**config.mk**
```make
export PLATFORM = sky130hd
export DESIGN_NAME = burst_sequencer_flat
export DESIGN_NICKNAME = d
export VERILOG_FILES = /design/src/rtl/burst_sequencer_if.sv /design/src/rtl/burst_sequencer.sv /design/src/flat_wrapper.sv
export SDC_FILE = /design/constraint.sdc
export NUM_CORES = 1
export LEC_CHECK = 0
export ABC_AREA = 1
export CAP_MARGIN = 20
export CORE_MARGIN = 5
export CORE_UTILIZATION = 40
export DETAILED_ROUTE_END_ITERATION = 8
export PLACE_DENSITY_LB_ADDON = 0.2
export SYNTH_ARGS = -nofsm -noshare
export SYNTH_HDL_FRONTEND = slang
export SYNTH_SLANG_ARGS = --single-unit
```
**constraint.sdc**
```tcl
create_clock -name Clock -period 4.11 [get_ports Clock]
set_input_delay 0.822 -clock Clock [delete_from_list [all_inputs] [get_ports Clock]]
set_output_delay 0.822 -clock Clock [all_outputs]
set_load 0.03 [all_outputs]
```
**src/rtl/burst_sequencer_if.sv**
```systemverilog
// burst_sequencer_if -- control/config/status bundle for burst_sequencer.
//   Arm, Trig, Abort                     : control requests from the master
//   Delay_Cfg, Length_Cfg, Cycles_Cfg    : burst configuration (CNT_W each)
//   EN, Addr                             : sample-advance enable and sample index
//   Armed, Busy, Done                    : sequencer status
// master = controller/testbench side, slave = burst_sequencer side.
interface burst_sequencer_if #(
  parameter int unsigned CNT_W = 16
);
  logic             Arm;
  logic             Trig;
  logic             Abort;
  logic [CNT_W-1:0] Delay_Cfg;
  logic [CNT_W-1:0] Length_Cfg;
  logic [CNT_W-1:0] Cycles_Cfg;
  logic             EN;
  logic [CNT_W-1:0] Addr;
  logic             Armed;
  logic             Busy;
  logic             Done;

  modport master (
    output Arm, Trig, Abort, Delay_Cfg, Length_Cfg, Cycles_Cfg,
    input  EN, Addr, Armed, Busy, Done
  );

  modport slave (
    input  Arm, Trig, Abort, Delay_Cfg, Length_Cfg, Cycles_Cfg,
    output EN, Addr, Armed, Busy, Done
  );
endinterface

```
**src/rtl/burst_sequencer.sv**
```systemverilog
// burst_sequencer -- arms on a configuration, waits for a trigger, applies a
// programmable delay, then streams Length samples per period for Cycles periods
// (Cycles = 0 runs until aborted), driving the sample-advance enable EN and the
// in-period sample index Addr of the downstream 34-bit burst delay stages.
// Ports:
//   Clock : rising-edge clock
//   Reset : asynchronous, active-low reset
//   bus   : burst_sequencer_if.slave (Arm/Trig/Abort, *_Cfg in; EN/Addr/Armed/Busy/Done out)
// All outputs are registered; Abort has priority over everything else.
module burst_sequencer #(
  parameter int unsigned CNT_W = 16
) (
  input  logic             Clock,
  input  logic             Reset,
  burst_sequencer_if.slave bus
);

  typedef enum logic [2:0] {
    S_IDLE,
    S_ARMED,
    S_DELAY,
    S_RUN,
    S_DONE
  } state_t;

  localparam logic [CNT_W-1:0] ONE = CNT_W'(1);

  state_t           state, state_nx;
  logic [CNT_W-1:0] delay_q, delay_nx;
  logic [CNT_W-1:0] len_q, len_nx;
  logic [CNT_W-1:0] cyc_q, cyc_nx;
  logic [CNT_W-1:0] dcnt_q, dcnt_nx;
  logic [CNT_W-1:0] pcnt_q, pcnt_nx;
  logic [CNT_W-1:0] addr_q, addr_nx;
  logic             en_q, armed_q, busy_q, done_q;

  always_ff @(posedge Clock or negedge Reset) begin
    if (!Reset) begin
      state   <= S_IDLE;
      delay_q <= '0;
      len_q   <= '0;
      cyc_q   <= '0;
      dcnt_q  <= '0;
      pcnt_q  <= '0;
      addr_q  <= '0;
      en_q    <= 1'b0;
      armed_q <= 1'b0;
      busy_q  <= 1'b0;
      done_q  <= 1'b0;
    end else begin
      state   <= state_nx;
      delay_q <= delay_nx;
      len_q   <= len_nx;
      cyc_q   <= cyc_nx;
      dcnt_q  <= dcnt_nx;
      pcnt_q  <= pcnt_nx;
      addr_q  <= addr_nx;
      // Status flags are flopped from the next state so they change together
      // with the state register.
      en_q    <= (state_nx == S_RUN);
      armed_q <= (state_nx == S_ARMED);
      busy_q  <= (state_nx == S_DELAY) || (state_nx == S_RUN);
      done_q  <= (state_nx == S_DONE);
    end
  end

  always_comb begin
    state_nx = state;
    delay_nx = delay_q;
    len_nx   = len_q;
    cyc_nx   = cyc_q;
    dcnt_nx  = dcnt_q;
    pcnt_nx  = pcnt_q;
    addr_nx  = addr_q;

    if (bus.Abort) begin
      state_nx = S_IDLE;
      dcnt_nx  = '0;
      pcnt_nx  = '0;
      addr_nx  = '0;
    end else begin
      case (state)
        S_IDLE: begin
          if (bus.Arm) begin
            delay_nx = bus.Delay_Cfg;
            // A zero-length period would never wrap; run it as one sample.
            len_nx   = (bus.Length_Cfg == '0) ? ONE : bus.Length_Cfg;
            cyc_nx   = bus.Cycles_Cfg;
            state_nx = S_ARMED;
          end
        end
        S_ARMED: begin
          if (bus.Trig) begin
            dcnt_nx  = '0;
            pcnt_nx  = '0;
            addr_nx  = '0;
            state_nx = (delay_q == '0) ? S_RUN : S_DELAY;
          end
        end
        S_DELAY: begin
          // Entered only with delay_q >= 1, so delay_q - 1 cannot underflow.
          if (dcnt_q == delay_q - ONE) begin
            addr_nx  = '0;
            state_nx = S_RUN;
          end else begin
            dcnt_nx = dcnt_q + ONE;
          end
        end
        S_RUN: begin
          if (addr_q == len_q - ONE) begin
            addr_nx = '0;
            if ((cyc_q != '0) && (pcnt_q == cyc_q - ONE)) begin
              state_nx = S_DONE;
            end else begin
              // In continuous mode this wraps silently.
              pcnt_nx = pcnt_q + ONE;
            end
          end else begin
            addr_nx = addr_q + ONE;
          end
        end
        S_DONE: begin
          state_nx = S_IDLE;
        end
        default: begin
          state_nx = S_IDLE;
        end
      endcase
    end
  end

  assign bus.EN    = en_q;
  assign bus.Addr  = addr_q;
  assign bus.Armed = armed_q;
  assign bus.Busy  = busy_q;
  assign bus.Done  = done_q;

endmodule

```
**src/flat_wrapper.sv**
```systemverilog
// flat-port wrapper written by rule: the top's interface ports become plain ports
module burst_sequencer_flat 
#(
  parameter int unsigned CNT_W = 16
)
  (Clock, Reset, bus_Arm, bus_Trig, bus_Abort, bus_Delay_Cfg, bus_Length_Cfg, bus_Cycles_Cfg, bus_EN, bus_Addr, bus_Armed, bus_Busy, bus_Done);
  burst_sequencer_if #(.CNT_W(CNT_W)) bus_i ();
  input  logic Clock;
  input  logic Reset;
  input wire logic [$bits(bus_i.Arm)-1:0] bus_Arm;
  input wire logic [$bits(bus_i.Trig)-1:0] bus_Trig;
  input wire logic [$bits(bus_i.Abort)-1:0] bus_Abort;
  input wire logic [$bits(bus_i.Delay_Cfg)-1:0] bus_Delay_Cfg;
  input wire logic [$bits(bus_i.Length_Cfg)-1:0] bus_Length_Cfg;
  input wire logic [$bits(bus_i.Cycles_Cfg)-1:0] bus_Cycles_Cfg;
  output wire logic [$bits(bus_i.EN)-1:0] bus_EN;
  output wire logic [$bits(bus_i.Addr)-1:0] bus_Addr;
  output wire logic [$bits(bus_i.Armed)-1:0] bus_Armed;
  output wire logic [$bits(bus_i.Busy)-1:0] bus_Busy;
  output wire logic [$bits(bus_i.Done)-1:0] bus_Done;
  assign bus_i.Arm = bus_Arm;
  assign bus_i.Trig = bus_Trig;
  assign bus_i.Abort = bus_Abort;
  assign bus_i.Delay_Cfg = bus_Delay_Cfg;
  assign bus_i.Length_Cfg = bus_Length_Cfg;
  assign bus_i.Cycles_Cfg = bus_Cycles_Cfg;
  assign bus_EN = bus_i.EN;
  assign bus_Addr = bus_i.Addr;
  assign bus_Armed = bus_i.Armed;
  assign bus_Busy = bus_i.Busy;
  assign bus_Done = bus_i.Done;
  burst_sequencer #(.CNT_W(CNT_W)) u_core (.Clock(Clock), .Reset(Reset), .bus(bus_i));
endmodule
```
Word level (Yosys, flattened, before mapping)
Index checks and enable logic that the tools add are counted.
{ "classes": {"n_shift": 0, "bitwise_logic": 1, "muxes": 21, "addsub": 6, "n_lt_le_gt_ge": 0, "n_eq_ne": 15, "n_mul": 0, "div": 0, "n_reduce_logical": 13} }
{ "ops": {"columns": ["op", "count"], "rows": [
  ["16-bit 2-to-1 mux", 10],
  ["16-bit one-hot mux with 2 select lines", 2],
  ["16-bit by 1-bit adder with 16-bit output (second input constant)", 3],
  ["16-bit equality test", 3],
  ["16-bit one-hot mux with 3 select lines", 1],
  ["16-bit by 1-bit subtractor with 16-bit output (second input constant)", 3],
  ["16-bit zero test", 2],
  ["3-bit 2-to-1 mux", 6],
  ["16-bit nonzero test", 1],
  ["3-bit by 2-bit equality test with 1-bit output (second input constant)", 4],
  ["3-bit one-hot mux with 4 select lines", 1],
  ["3-bit != test (second input constant)", 3],
  ["3-bit AND reduction", 3],
  ["3-bit by 1-bit equality test with 1-bit output (second input constant)", 2],
  ["3-bit by 2-bit != test with 1-bit output (second input constant)", 2],
  ["3-bit nonzero test", 2],
  ["4-bit AND reduction", 1],
  ["4-bit nonzero test", 1],
  ["3-bit equality test (second input constant)", 1],
  ["3-bit zero test", 1],
  ["1-bit logical AND", 1],
  ["1-bit logical OR", 1],
  ["1-bit 2-to-1 mux", 1],
  ["1-bit inverter", 1]
]} }
{ "totals": {"elab_cells": 67, "rom_bits": 0, "latch_bits": 0, "regBits": 103, "ramBits": 0, "n_memories": 0} }

Longest topological paths before layout
Gate-level depths: netlist of run 1.
{ "logic_depth": {"depth_word": 9, "mapped_depth": 19} }

Least setup slack after synthesis of run 1
OpenSTA, ideal clock, no wires.
{ "synth_path": {"path_kind": "register to register", "start": "reg u_core.len_q[0]", "end": "reg u_core.pcnt_q[0]", "slack_ps": 1823, "setup_time_ps": 119, "arrival_ps": 2168, "stages_incl_launch_ff": 16, "n_path_buf": 1, "required_time_ps": 3991, "cell_sequence": "dfrtp_1 -> inv_1 -> ha_1 -> nand2_1 -> nor2_1 -> nand3_1 -> nand3_1 -> nand3_1 -> or2_1 -> nor2_4 -> nand2_4 -> nand2_4 -> nand3_4 -> buf_6 -> nand2_1 -> nand2_1"} }
{ "synth_between": {"elab_chain_len": 4} }
{ "synth_lines": {"columns": ["element", "line_no", "source"], "rows": [
  ["start, declared", "burst_sequencer.sv:30", "logic [CNT_W-1:0] len_q, len_nx;"],
  ["start signal, assigned", "burst_sequencer.sv:53", "len_q <= len_nx;"],
  ["16-bit by 1-bit subtractor with 16-bit output", "burst_sequencer.sv:110", "if (addr_q == len_q - ONE) begin"],
  ["16-bit equality test", "burst_sequencer.sv:110", null],
  ["3-bit by 2-bit != test with 1-bit output (no line)", null, null],
  ["4-bit AND reduction (no line)", null, null],
  ["end signal, assigned", "burst_sequencer.sv:56", "pcnt_q <= pcnt_nx;"],
  ["end, declared", "burst_sequencer.sv:33", "logic [CNT_W-1:0] pcnt_q, pcnt_nx;"]
]} }
Every way passes these cells.
A chain may end at the register's enable or synchronous reset.

Worst setup path in the final report of run 1
{ "layout_path": {"start": "reg u_core.state[2]", "end": "reg u_core.pcnt_q[15]"} }
{ "layout_between": {"elab_chain_len": 3, "word_cells_on_any_way": 9, "classes_between": "eq/ne (5); mux (2); reduce/logical (2)"} }
{ "layout_lines": {"columns": ["element", "line_no", "source"], "rows": [
  ["start, declared", "burst_sequencer.sv:28", "state_t state, state_nx;"],
  ["start signal, assigned", "burst_sequencer.sv:51", "state <= state_nx;"],
  ["3-bit by 2-bit equality test with 1-bit output or 3-bit by 1-bit equality test with 1-bit output (tied branches)", "burst_sequencer.sv:82", "case (state)"],
  ["3-bit by 2-bit != test with 1-bit output (no line) (tied with other cells)", null, null],
  ["4-bit AND reduction (no line) or 16-bit 2-to-1 mux (tied branches)", null, null]
]} }
Several ways; a longest one is shown, not always the timed one.

==> metrics, run 1 <==
hold path depth=2; r2r endpoint=u_core.pcnt_q[15]$_DFFE_PN0P_; Startpoint Class=register; top-count cell post-synth=nand2_1; Via Count=7339; initial core utilization=40.91%; Fmax achieved=322.0 MHz; status=completed; Slew headroom=36.78%; CTS tree=built; r2r startpoint=u_core.state[2]$_DFF_PN0_; worst skew pair latency=0.36 ns; top_reg_cell synth=dfrtp_1; ANT cells=0; Setup-failing EPs final=0; Post-synth EDFFs=0; Worst Reg-to-Reg Cells=9; clk sinks=103; Ys Warns=0; Layout Nets=1234; CTS clock-pin slew for the worst setup and hold paths=0.08 ns; Routed Antenna Nets=0; I/O Buffers=72; total wire length=21020 microns; FFs w/ async S/R, synth=100.0%; Yosys reg bits=103; CP Class=register to register; Hold Crit Class=register to register; maxcap violations=0; Multi-input gate area=4245 sq um; Synth top area share=34.83%; CP Capture Type=register; vias in the first global route=6919; DIE AREA=21320 sq um; Synth Instances=1116; Core ar.=18090 sq um; final critical-path required period=3.106 ns; Synth area leaders=dfrtp_1 (35%), nand2_1 (19%), nand3_1 (6.7%); CP arrival=3.41 ns; area leader, netlist=dfrtp_1; sequential cell area fraction in the yosys report=34.83%; hpwl dp=15930 microns; setup TNS=0 ns; Die Y=146.0 microns; unrepaired setup endpoints after global routing=false; Layout area overhead=16.62%; H-Tree Depth=3; cts repair resizes=0; Power per Cell Area=364.2 nW/um^2; worst slew pin tran=0.9482 ns; Die Span X=146.0 microns; Worst R2R Setup Slack=1.00 ns; register area=2577 sq um; clock tree buffer depth=2; Commonest cells post-synth=nand2_1 (376), inv_1 (113), nor2_1 (111); Final Max Tran Viols=0; Post-CTS Setup Repair Bufs=0; Mapped Area=7400 sq um; Inserted Clock Buffers=9; Hold Buf Count CTS=0; Residual DRC=0; worst hold start=u_core.len_q[15]$_DFFE_PN0P_; critical path required time=4.41 ns; final instance area=8630 sq um; total power=3143 uW; GP Congestion=0.9346; Via density=5.209; Root Driver=clkbuf_16; placed instance area=8323 sq um; # rows=49; global-route usage over all layers=19.99%; antenna violations before repair=0; Leakage=0.004002 uW; first-pass GRT wire length=35100 microns; Post-Route Skew=0.006649 ns; total iterations of the first detailed-routing run=4; IO Pins=73; post-synth cell types=39; worst vdd ir=0.2291 mV; Synth Area per Inst=6.630 sq um; largest net degree at the start of global routing=80; post-synth net total=1175; DR iter-0 viols=383; Final Cycle Share=75.57%; Avg WL per Cell=14.91 microns; GRT Residual Overflow=0; Hold Path End=u_core.len_q[15]$_DFFE_PN0P_; final hold viol count=0; Crit Path Max Fanout=17; fill count=1841; share of layout cells above drive strength 1=4.153%
[routing by layer]
metal / vias up / wire length [microns] / global-route usage [%]
met4: 0 / 450 / 6.068
met5: - / 0 / 0
met3: 29 / 1076 / 3.595
met2: 161 / 9376 / 31.94
met1: 3442 / 10110 / 27.80
li1: 3707 / - / -
[layout by cell type, fill, tap and decap left out, types with 8 or more instances in the layout]
cell type	n
buf_4	9
nand4_1	39
nor2_1	110
a21oi_1	18
nand3b_1	10
nor3_1	37
nand3_1	99
inv_1	113
nor2_4	8
xor2_1	42
nand2_1	376
nor4_1	12
o21ai_0	50
xnor2_1	26
clkbuf_16	9
clkdlybuf4s50_1	71
dfrtp_1	103
[where the power goes]
group	switching (uW)	internal, uW	total (uW)
clock network	416	481	897
logic	617	358	975
registers	146	1130	1270
[layout make-up]
cell class	instances	area share (%)
multi-input cells	865	49.20
flip-flops and latches	103	29.87
repair buffers	80	9.018
inverters	116	5.046
well taps	229	3.320
clock buffers	9	2.610
clock inverters	7	0.9424
[stage by stage]
| step | std cells | setup slack, ns | hold WS (ns) | utilization, % |
|---|---|---|---|---|
| CTS | 1409 | 0.9737 | 0.5157 | 47.71 |
| floorplan | 1116 | 1.823 | 0.4623 | - |
| global route | 1409 | 0.6386 | 0.5560 | 47.71 |
| finish | 1409 | 1.004 | 0.5165 | 47.71 |
| global placement | 1393 | 0.9998 | 0.4852 | 46.02 |
| detailed placement | 1393 | 0.9850 | 0.4928 | 46.02 |
[worst max-delay path by stage]
stage                                           start                            end  slack (ns)
after floorplan           u_core.len_q[0]$_DFFE_PN0P_   u_core.pcnt_q[0]$_DFFE_PN0P_        1.82
after CTS                   u_core.state[2]$_DFF_PN0_  u_core.pcnt_q[15]$_DFFE_PN0P_        0.97
after global placement      u_core.state[2]$_DFF_PN0_  u_core.pcnt_q[15]$_DFFE_PN0P_         1.0
after global routing        u_core.state[2]$_DFF_PN0_  u_core.pcnt_q[14]$_DFFE_PN0P_        0.64
after detailed placement    u_core.state[2]$_DFF_PN0_  u_core.pcnt_q[15]$_DFFE_PN0P_        0.98
final                       u_core.state[2]$_DFF_PN0_  u_core.pcnt_q[15]$_DFFE_PN0P_        1.00
[logic make-up (layout without fill, tap and decap cells)]
group / count (synthesis) / count (layout) / share of synthesized area (%)
simple gates: 713 / 713 / 42.68
flops: 103 / 103 / 34.83
buf+inv: 148 / 212 / 7.897
xor+xnor: 68 / 68 / 8.049
fa+ha+maj: 6 / 6 / 1.015
compound gates: 78 / 78 / 5.529
[state kept, by name (all words and copies together) (netlist names), 3 cells and up]
signal and flops:
u_core.delay_q 16, u_core.pcnt_q 16, u_core.bus.Addr 16, u_core.state 3
u_core.dcnt_q 16, u_core.len_q 16, u_core.cyc_q 16
[worst max-delay path: stages (launching register included)]
cell	delay, ns
dfrtp_1	0.39
inv_1	0.08
nand2_1	0.09
nor2_2	0.58
inv_1	0.45
nor2_1	0.57
nand3_2	0.43
nand3_4	0.31
nand2_1	0.07
nand2_1	0.08
(Power assumes the default switching activity.)
==> run 2: changes to the inputs <==
Clock period 4.11 ns to 2.9 ns, I/O delays scaled along.
==> run 2 against run 1 <==
  * Critical path depth increased by 5
  * Design area increased by 1.2%
  * Via count decreased by 0.61%
  * Setup slack got worse by 0.69 ns
  * Global-route usage about the same
  * Utilization increased by 0.59 points
  * Flip-flop and latch count unchanged
  * Fmax increased by 20%
==> metrics, run 2 (same netlist as run 1, synthesis figures left out) <==
Top cell by count, worst path=nand2_1; Crit Path Max Fanout=17 (unchanged); Via density=5.137 (-1.4%); worst vdd ir=0.2801 mV (+22%); pre-CTS setup slack=0.2127 ns (-0.7723 ns); final instance area=8736 sq um (+1.2%); slowest CP cell=dfrtp_1; status=completed; Die Y=146.0 microns (unchanged); CP startpoint=u_core.len_q[0]$_DFFE_PN0P_; Hold Buf Count CTS=0 (unchanged); Post-CTS Setup Repair Bufs=0 (unchanged); Startpoint Class=register; Core ar.=18090 sq um (unchanged); share of layout cells above drive strength 1=5.122% (+0.97 points); Residual DRC=0 (unchanged); GP Congestion=0.9148 (-2.1%); cells along the critical path=inv_1 -> ha_1 -> nand3_2 -> nor2_4 -> nand2_1 -> nand2_1 -> nand3_1 -> or2_1 -> nor2_4 -> nand2_4 -> nand2_4 -> nand3_4 -> nand2_1 -> nand2_1; largest net degree at the start of global routing=80 (unchanged); worst skew pair latency=0.36 ns (about the same); CP max stage delay=0.42 ns (-0.16 ns); placed instance area=8406 sq um (+0.99%); IO Pins=73 (unchanged); register area=2577 sq um (unchanged); total wire length=21140 microns (+0.60%); ANT cells=0 (unchanged); antenna violations before repair=0 (unchanged); I/O Buffers=72 (unchanged); Final WS setup=0.3131 ns (-0.6910 ns); unrepaired setup endpoints after global routing=false; Post-Route Skew=0.006294 ns (-0.0003549 ns); DR iter-0 viols=425 (+11%); Root Driver=clkbuf_16; critical path required time=3.15 ns (-1.26 ns); CP Class=register to register; Die Span X=146.0 microns (unchanged); H-Tree Depth=3 (unchanged); DIE AREA=21320 sq um (unchanged); clock tree buffer depth=2 (unchanged); CTS tree=built; Via Count=7294 (-0.61%); Setup-failing EPs final=0 (unchanged); GRT Residual Overflow=0 (unchanged); CP arrival=2.84 ns (-0.57 ns); clk sinks=103 (unchanged); Layout Nets=1245 (+0.89%); Routed Antenna Nets=0 (unchanged); Fmax achieved=386.6 MHz (+20%); Inserted Clock Buffers=9 (unchanged); Layout area overhead=18.06%; Hold Crit Class=primary input to async pin; Slew headroom=41.68% (+4.9 points); CTS clock-pin slew for the worst setup and hold paths=0.07 ns (about the same); worst slew pin tran=0.8749 ns (-0.07338 ns); CP Buf/Inv Count=1 (-1); total iterations of the first detailed-routing run=4 (unchanged); fill count=1843 (+0.11%); Final Max Tran Viols=0 (unchanged); Avg WL per Cell=14.89 microns (-0.18%); setup TNS=0 ns (unchanged); final hold viol count=0 (unchanged); Final Cycle Share=89.20% (+14 points); Leakage=0.004051 uW (+1.2%); global-route usage over all layers=20.01% (+0.021 points); commonest non-fill, non-tap cell in the layout=nand2_1; most frequent cells in the layout=nand2_1 (376), inv_1 (113), nor2_1 (109); final critical-path required period=2.587 ns (-0.5190 ns); maxcap violations=0 (unchanged); r2r startpoint=u_core.len_q[0]$_DFFE_PN0P_; final core occ=48.30% (+0.59 points); CP delay by family, top=simple AND/OR/NAND/NOR gates; Power per Cell Area=514.3 nW/um^2 (+41%); # rows=49 (unchanged); CP Capture Type=register; initial core utilization=40.91% (unchanged); Multi-input gate area=4265 sq um (+0.47%); first-pass GRT wire length=35220 microns (+0.35%); vias in the first global route=6919 (unchanged); hpwl dp=16160 microns (+1.4%)
==> run 2: cell count changes in the layout (fill, tap and decap cells not counted), sizes merged <==
cell | before | now
clkbuf | 9 | 12
inv | 115 | 113
clkinvlp | 0 | 2
clkinv | 7 | 4
buf | 9 | 20
==> run 2: path summary, 6_finish.rpt <==
kind | endpoint | slack, ns | cells past startpoint
worst max-delay path | u_core.pcnt_q[12]$_DFFE_PN0P_ | 0.31 | 14
max in group asynchronous | u_core.cyc_q[14]$_DFFE_PN0P_ | 1.83 | 2
worst max register to register | u_core.pcnt_q[12]$_DFFE_PN0P_ | 0.31 | 14
worst min-delay path | u_core.len_q[2]$_DFFE_PN0P_ | 0.34 | 1
worst min register to register | u_core.len_q[15]$_DFFE_PN0P_ | 0.52 | 2
min in group Clock | u_core.len_q[15]$_DFFE_PN0P_ | 0.52 | 2
==> run 2: cell type report <==
cell class	instances	share of cell area, %
multi-input combinational	865	48.83
sequential	103	29.50
timing repair buffer	91	9.854
inverter	116	4.984
tap	229	3.280
clock buffer	12	2.936
clock inverter	4	0.6159
==> run 2: stage by stage <==
stage / hold WS (ns) / cells / power, uW
4_1_cts: 0.3636 / 1420 / 4528
3_5_place_dp: 0.4880 / 1404 / 3222
2_1_floorplan: 0.2844 / 1116 / 2794
6_report: 0.3366 / 1420 / 4493
5_1_grt: 0.4107 / 1420 / 4813
3_3_place_gp: 0.4831 / 1404 / 3212
==> run 2: timing repair <==
action / CTS / global route
gates resized for setup: 0 / 4
endpoints found under the setup margin: 0 / 48
endpoints found under the hold margin: 0 / 0
==> run 2: power breakdown <==
part,switching [uW],internal (uW)
combinational,881,523
sequential,211,1600
clock,564,719
==> run 2: layer usage <==
metal  global-route usage, %  share of wire (%)  vias to the layer above
li1                        -                  -                     3742
met1                   28.78                 50                     3356
met2                   31.22                 44                      168
met3                   3.595                4.4                       28
met4                   5.362                2.2                        0
met5                       0                  0                        -
